<file path="config.mk">
export PLATFORM = sky130hd
export DESIGN_NAME = mmio_timer_device
export DESIGN_NICKNAME = d
export VERILOG_FILES = /design/src/rtl/mmio_timer_device.sv
export SDC_FILE = /design/constraint.sdc
export NUM_CORES = 1
export LEC_CHECK = 0
export BUFFER_PORTS_ARGS = -buffer_cell sky130_fd_sc_hd__buf_2
export CAP_MARGIN = 10
export CORE_MARGIN = 5
export CORE_UTILIZATION = 60
export CTS_CLUSTER_DIAMETER = 40
export DETAILED_ROUTE_END_ITERATION = 16
export PLACE_DENSITY_LB_ADDON = 0.3
export SETUP_SLACK_MARGIN = 0.4
export SYNTH_ARGS = -nofsm -noshare
export SYNTH_HDL_FRONTEND = slang
export SYNTH_SLANG_ARGS = --single-unit
export TNS_END_PERCENT = 20
</file>
<file path="constraint.sdc">
create_clock -name clk -period 10.7 [get_ports clk]
set_input_delay 2.14 -clock clk [delete_from_list [all_inputs] [get_ports clk]]
set_output_delay 2.14 -clock clk [all_outputs]
set_load 0.01 [all_outputs]
</file>
<file path="src/rtl/mmio_timer_device.sv">
// Memory-mapped timer peripheral: reloadable 32-bit timer with sticky interrupt,
// free-running SysTick, LED and 7-segment digit registers behind a 32-byte window.
module mmio_timer_device #(
  parameter logic [31:0] BASE_ADDR   = 32'h40000000,
  parameter int          LED_WIDTH   = 8,
  parameter int          DIGIT_WIDTH = 12
) (
  input  logic                   clk,
  input  logic                   reset,
  input  logic                   MemRead,
  input  logic                   MemWrite,
  input  logic [31:0]            MemBus_Address,
  input  logic [31:0]            MemBus_Write_Data,
  output logic [31:0]            Device_Read_Data,
  output logic                   dev_hit,
  output logic [LED_WIDTH-1:0]   leds,
  output logic [DIGIT_WIDTH-1:0] digits,
  output logic                   irq
);

  localparam logic [2:0] IDX_TH    = 3'd0;
  localparam logic [2:0] IDX_TL    = 3'd1;
  localparam logic [2:0] IDX_TCON  = 3'd2;
  localparam logic [2:0] IDX_LED   = 3'd3;
  localparam logic [2:0] IDX_DIGIT = 3'd4;
  localparam logic [2:0] IDX_TICK  = 3'd5;

  logic [31:0]            th_q, th_d, tl_q, tl_d, tick_q, tick_d;
  logic [2:0]             tcon_q, tcon_d;
  logic [LED_WIDTH-1:0]   led_q, led_d;
  logic [DIGIT_WIDTH-1:0] digit_q, digit_d;
  logic [2:0]             idx;
  logic                   in_win, wr_en, ovf, ovf_flag;
  logic                   unused_addr;

  assign idx         = MemBus_Address[4:2];
  assign in_win      = (MemBus_Address[31:5] == BASE_ADDR[31:5]);
  assign dev_hit     = in_win && (idx <= IDX_TICK);
  assign wr_en       = MemWrite && dev_hit;
  assign ovf         = tcon_q[0] && (tl_q == 32'hFFFF_FFFF);
  assign ovf_flag    = ovf && tcon_q[1];
  assign unused_addr = ^MemBus_Address[1:0];

  always_comb begin
    Device_Read_Data = 32'h0;
    if (MemRead && dev_hit) begin
      case (idx)
        IDX_TH:    Device_Read_Data = th_q;
        IDX_TL:    Device_Read_Data = tl_q;
        IDX_TCON:  Device_Read_Data = 32'(tcon_q);
        IDX_LED:   Device_Read_Data = 32'(led_q);
        IDX_DIGIT: Device_Read_Data = 32'(digit_q);
        IDX_TICK:  Device_Read_Data = tick_q;
        default:   Device_Read_Data = 32'h0;
      endcase
    end
  end

  always_comb begin
    th_d    = th_q;
    tl_d    = tl_q;
    tcon_d  = tcon_q;
    led_d   = led_q;
    digit_d = digit_q;
    tick_d  = tick_q + 32'd1;

    if (tcon_q[0]) tl_d = ovf ? th_q : tl_q + 32'd1;
    if (ovf_flag)  tcon_d[2] = 1'b1;

    // Software writes override hardware updates, except a flagged overflow
    // always leaves the status bit set in the same cycle.
    if (wr_en) begin
      case (idx)
        IDX_TH:    th_d    = MemBus_Write_Data;
        IDX_TL:    tl_d    = MemBus_Write_Data;
        IDX_TCON:  tcon_d  = MemBus_Write_Data[2:0] | {ovf_flag, 2'b00};
        IDX_LED:   led_d   = MemBus_Write_Data[LED_WIDTH-1:0];
        IDX_DIGIT: digit_d = MemBus_Write_Data[DIGIT_WIDTH-1:0];
        default:   ;
      endcase
    end
  end

  always_ff @(posedge clk or posedge reset) begin
    if (reset) begin
      th_q    <= '0;
      tl_q    <= '0;
      tcon_q  <= '0;
      led_q   <= '0;
      digit_q <= '0;
      tick_q  <= '0;
    end else begin
      th_q    <= th_d;
      tl_q    <= tl_d;
      tcon_q  <= tcon_d;
      led_q   <= led_d;
      digit_q <= digit_d;
      tick_q  <= tick_d;
    end
  end

  assign leds   = led_q;
  assign digits = digit_q;
  assign irq    = tcon_q[1] & tcon_q[2];

endmodule

</file>
==> impl_metrics.py <==
metrics = {
    "run_status": {
        "status": "finished clean",
    },
    "timing": {
        "finalSetupViolations": 0,
        "hold_violations": 0,
        "worst_slew_pin_slew_ps": 1240,
        "clock.fmax_ghz": 0.150,
        "holdWs_ps": 485,
        "timing.final.crit_share_pct": 62.4,
        "rsz0062_at_grt": "no",
        "fin_ws_ps": 4030,
        "slew_headroom_pct": 17.1,
        "fin_tns_setup_ps": 0,
        "skew_ps": 7.68,
        "slew_viol_final": 0,
        "min_period_ps": 6670,
    },
    "finish": {
        "post-route-util_pct": 71.4,
        "antenna_cells": 0,
        "multi_input_area_um2": 3780,
        "syn_to_final_growth_pct": 16.8,
        "drive_above_1_share_pct": 28.3,
        "fin_nets": 870,
        "final_cells": 953,
        "fill_cells": 836,
        "ff_latch_area_um2": 2980,
    },
    "synth": {
        "ys_types": 61,
        "synth_edf_count": 0,
        "yosysWarnings": 0,
        "synthTopCellsByCount": "dfrtp_1 (119), nor2_1 (96), a21oi_1 (52), nand2_1 (47), nand3_1 (35)",
        "synthCells": 696,
        "ys_seq_elements": 119,
        "synth_top_cell_area_share_pct": 42.7,
        "async_flop_share_pct": 100,
        "synth.avg_cell_area_um2": 10.0,
        "synth_area_leaders": "dfrtp_1 (43%), mux2_4 (6.5%), nor2_1 (5.2%)",
        "netlist_area_um2": 6970,
        "synth_ff_type": "dfrtp_1",
        "synth.most_common_cell": "dfrtp_1",
        "syn_nets": 766,
        "yosysTopAreaCell": "dfrtp_1",
        "ys_seq_area_share_pct": 42.7,
    },
    "drt": {
        "initialDrtViolationCount": 483,
        "routedWlPerCell_um": 20.3,
        "drc": 0,
        "num_vias": 6002,
        "routed_wirelength_um": 19300,
        "ant_nets": 0,
        "via_per_inst": 6.30,
        "dr.pass1.iters": 7,
    },
    "worst_hold_path": {
        "holdPathStages": 1,
        "hold_path_class": "register to register",
        "min_from": "tick_q[31]",
    },
    "place": {
        "dpl.hpwl_um": 12800,
        "numPortBuffers": 119,
        "pre_cts_slack_ps": 4070,
        "gp_congestion": 0.893,
        "placedCellCount": 924,
    },
    "floorplan": {
        "die_w_um": 118,
        "die_height_um": 118,
        "pin_count": 122,
        "rows": 39,
        "start_util_pct": 61.1,
        "die-area_um2": 13900,
        "coreArea_um2": 11400,
    },
    "worst_setup_path": {
        "cp.depth": 7,
        "cp_top_family": "simple AND/OR/NAND/NOR gates",
        "crit_slowest_cell": "nand3b_1",
        "cp-startpoint": "MemBus_Address[23]",
        "r2r_start": "tl_q[1]",
        "path_cells": "buf_2 -> nor4_1 -> nand4_1 -> nor2_1 -> nand3b_1 -> nor2_1 -> buf_2",
        "crit_path_start_kind": "primary input",
        "arrival_ps": 4530,
        "critical_path.n_buffers_inverters": 2,
        "worst-r2r-cell-count": 7,
        "path_class": "primary input to output pin",
        "ff2ff_setup_slack_ps": 7240,
        "required_ps": 8560,
        "crit_path_end_kind": "output pin",
        "critPathMaxFanout": 24,
        "slowest_delay_ps": 820,
    },
    "cts": {
        "path_clk_slew_ps": 50,
        "ctsHoldBuffers": 0,
        "post_cts_buffers": 0,
        "cts_buffers": 17,
        "clock_path_buffers": 2,
        "clkLatencyLatePin_ps": 430,
        "cts_tree": "yes",
        "cts_num_sinks": 119,
        "root_buffer": "clkbuf_16",
        "cts_resized": 0,
        "cts_max_level": 4,
    },
    "global_routing": {
        "grtUsageMet2_pct": 45.8,
        "grt_pass1_wl_um": 31500,
        "gr-total-overflow": 0,
        "grt_use_met3_pct": 7.64,
        "antenna_found_initial": 0,
        "grt_max_degree": 64,
        "grt_busiest_layer": "met2",
        "grt_use_met1_pct": 35.6,
        "grt_usage_pct": 28.1,
        "grt_pass1_vias": 6350,
    },
    "power_and_ir_drop": {
        "vdd_drop_max_uv": 133,
        "power_density_nw_per_um2": 127,
        "p_leak_nw": 3.92,
    },
    "run": {
        "max-cap-violations": 0,
    },
}
## kinds of logic (layout without fill, tap and decap cells)
family / Yosys count / after routing / synth area share [%]
AO/OA/AOI/OAI: 119 / 119 / 10.9
flip-flops: 119 / 119 / 42.7
adder cells (fa/ha/maj): 2 / 2 / 0.359
multiplexers: 92 / 92 / 17.5
buffers and inverters: 48 / 162 / 3.25
XOR/XNOR: 43 / 43 / 5.40
AND/OR/NAND/NOR: 273 / 273 / 19.9
## placed cells by master, fill, tap and decap left out, types with 9 or more instances in the layout
master	count
mux2_4	30
xnor2_1	29
o31ai_1	9
clkbuf_16	17
a21oi_1	52
nor2_1	96
nand2_1	47
xor2_1	14
mux2_2	27
o211ai_1	9
dfrtp_1	119
nor4_1	11
o21ai_0	9
and3_1	12
nand4_1	25
buf_2	119
mux2i_1	25
mux4_2	9
nand3_1	35
## registers in the layout, summed over array words and instances, names as in the netlist
signal  cells
leds        8
tcon_q      3
tick_q     32
th_q       32
tl_q       32
digits     12
## worst paths after layout
path,to
worst max-delay path,Device_Read_Data[27]
worst min-delay path,tick_q[31]
worst max register to register,tl_q[17]
worst min register to register,tick_q[31]
max in group asynchronous,tl_q[18]
min in group asynchronous,digits[2]
## report_power, final
part | internal [mW] | switching [mW] | leakage [nW]
clock network | 0.338 | 0.195 | 0.269
registers | 0.451 | 0.0000124 | 1.55
logic | 0.0180 | 0.0310 | 2.10
## stage by stage
step | instance area [µm²] | power, mW
after floorplan | 6970 | 0.484
after global placement | 7610 | 0.506
after detailed placement | 7610 | 0.507
after CTS | 8150 | 1.04
after global routing | 8150 | 1.06
final | 8150 | 1.03
## routing by layer
metal	share of wire, %	vias to the layer above	wire, µm
li1	-	2732	-
met1	41	2945	7840
met2	50	282	9560
met3	7.4	43	1430
met4	2.5	0	478
met5	0	-	0
## cell type report
class	count	area share, %
Clock buffer	25	6.08
Clock inverter	4	0.553
Inverter	8	0.399
Multi-Input combinational cell	529	46.4
Sequential cell	119	36.5
Tap cell	143	2.20
Timing Repair Buffer	125	7.86
(Power assumes the default switching activity.)
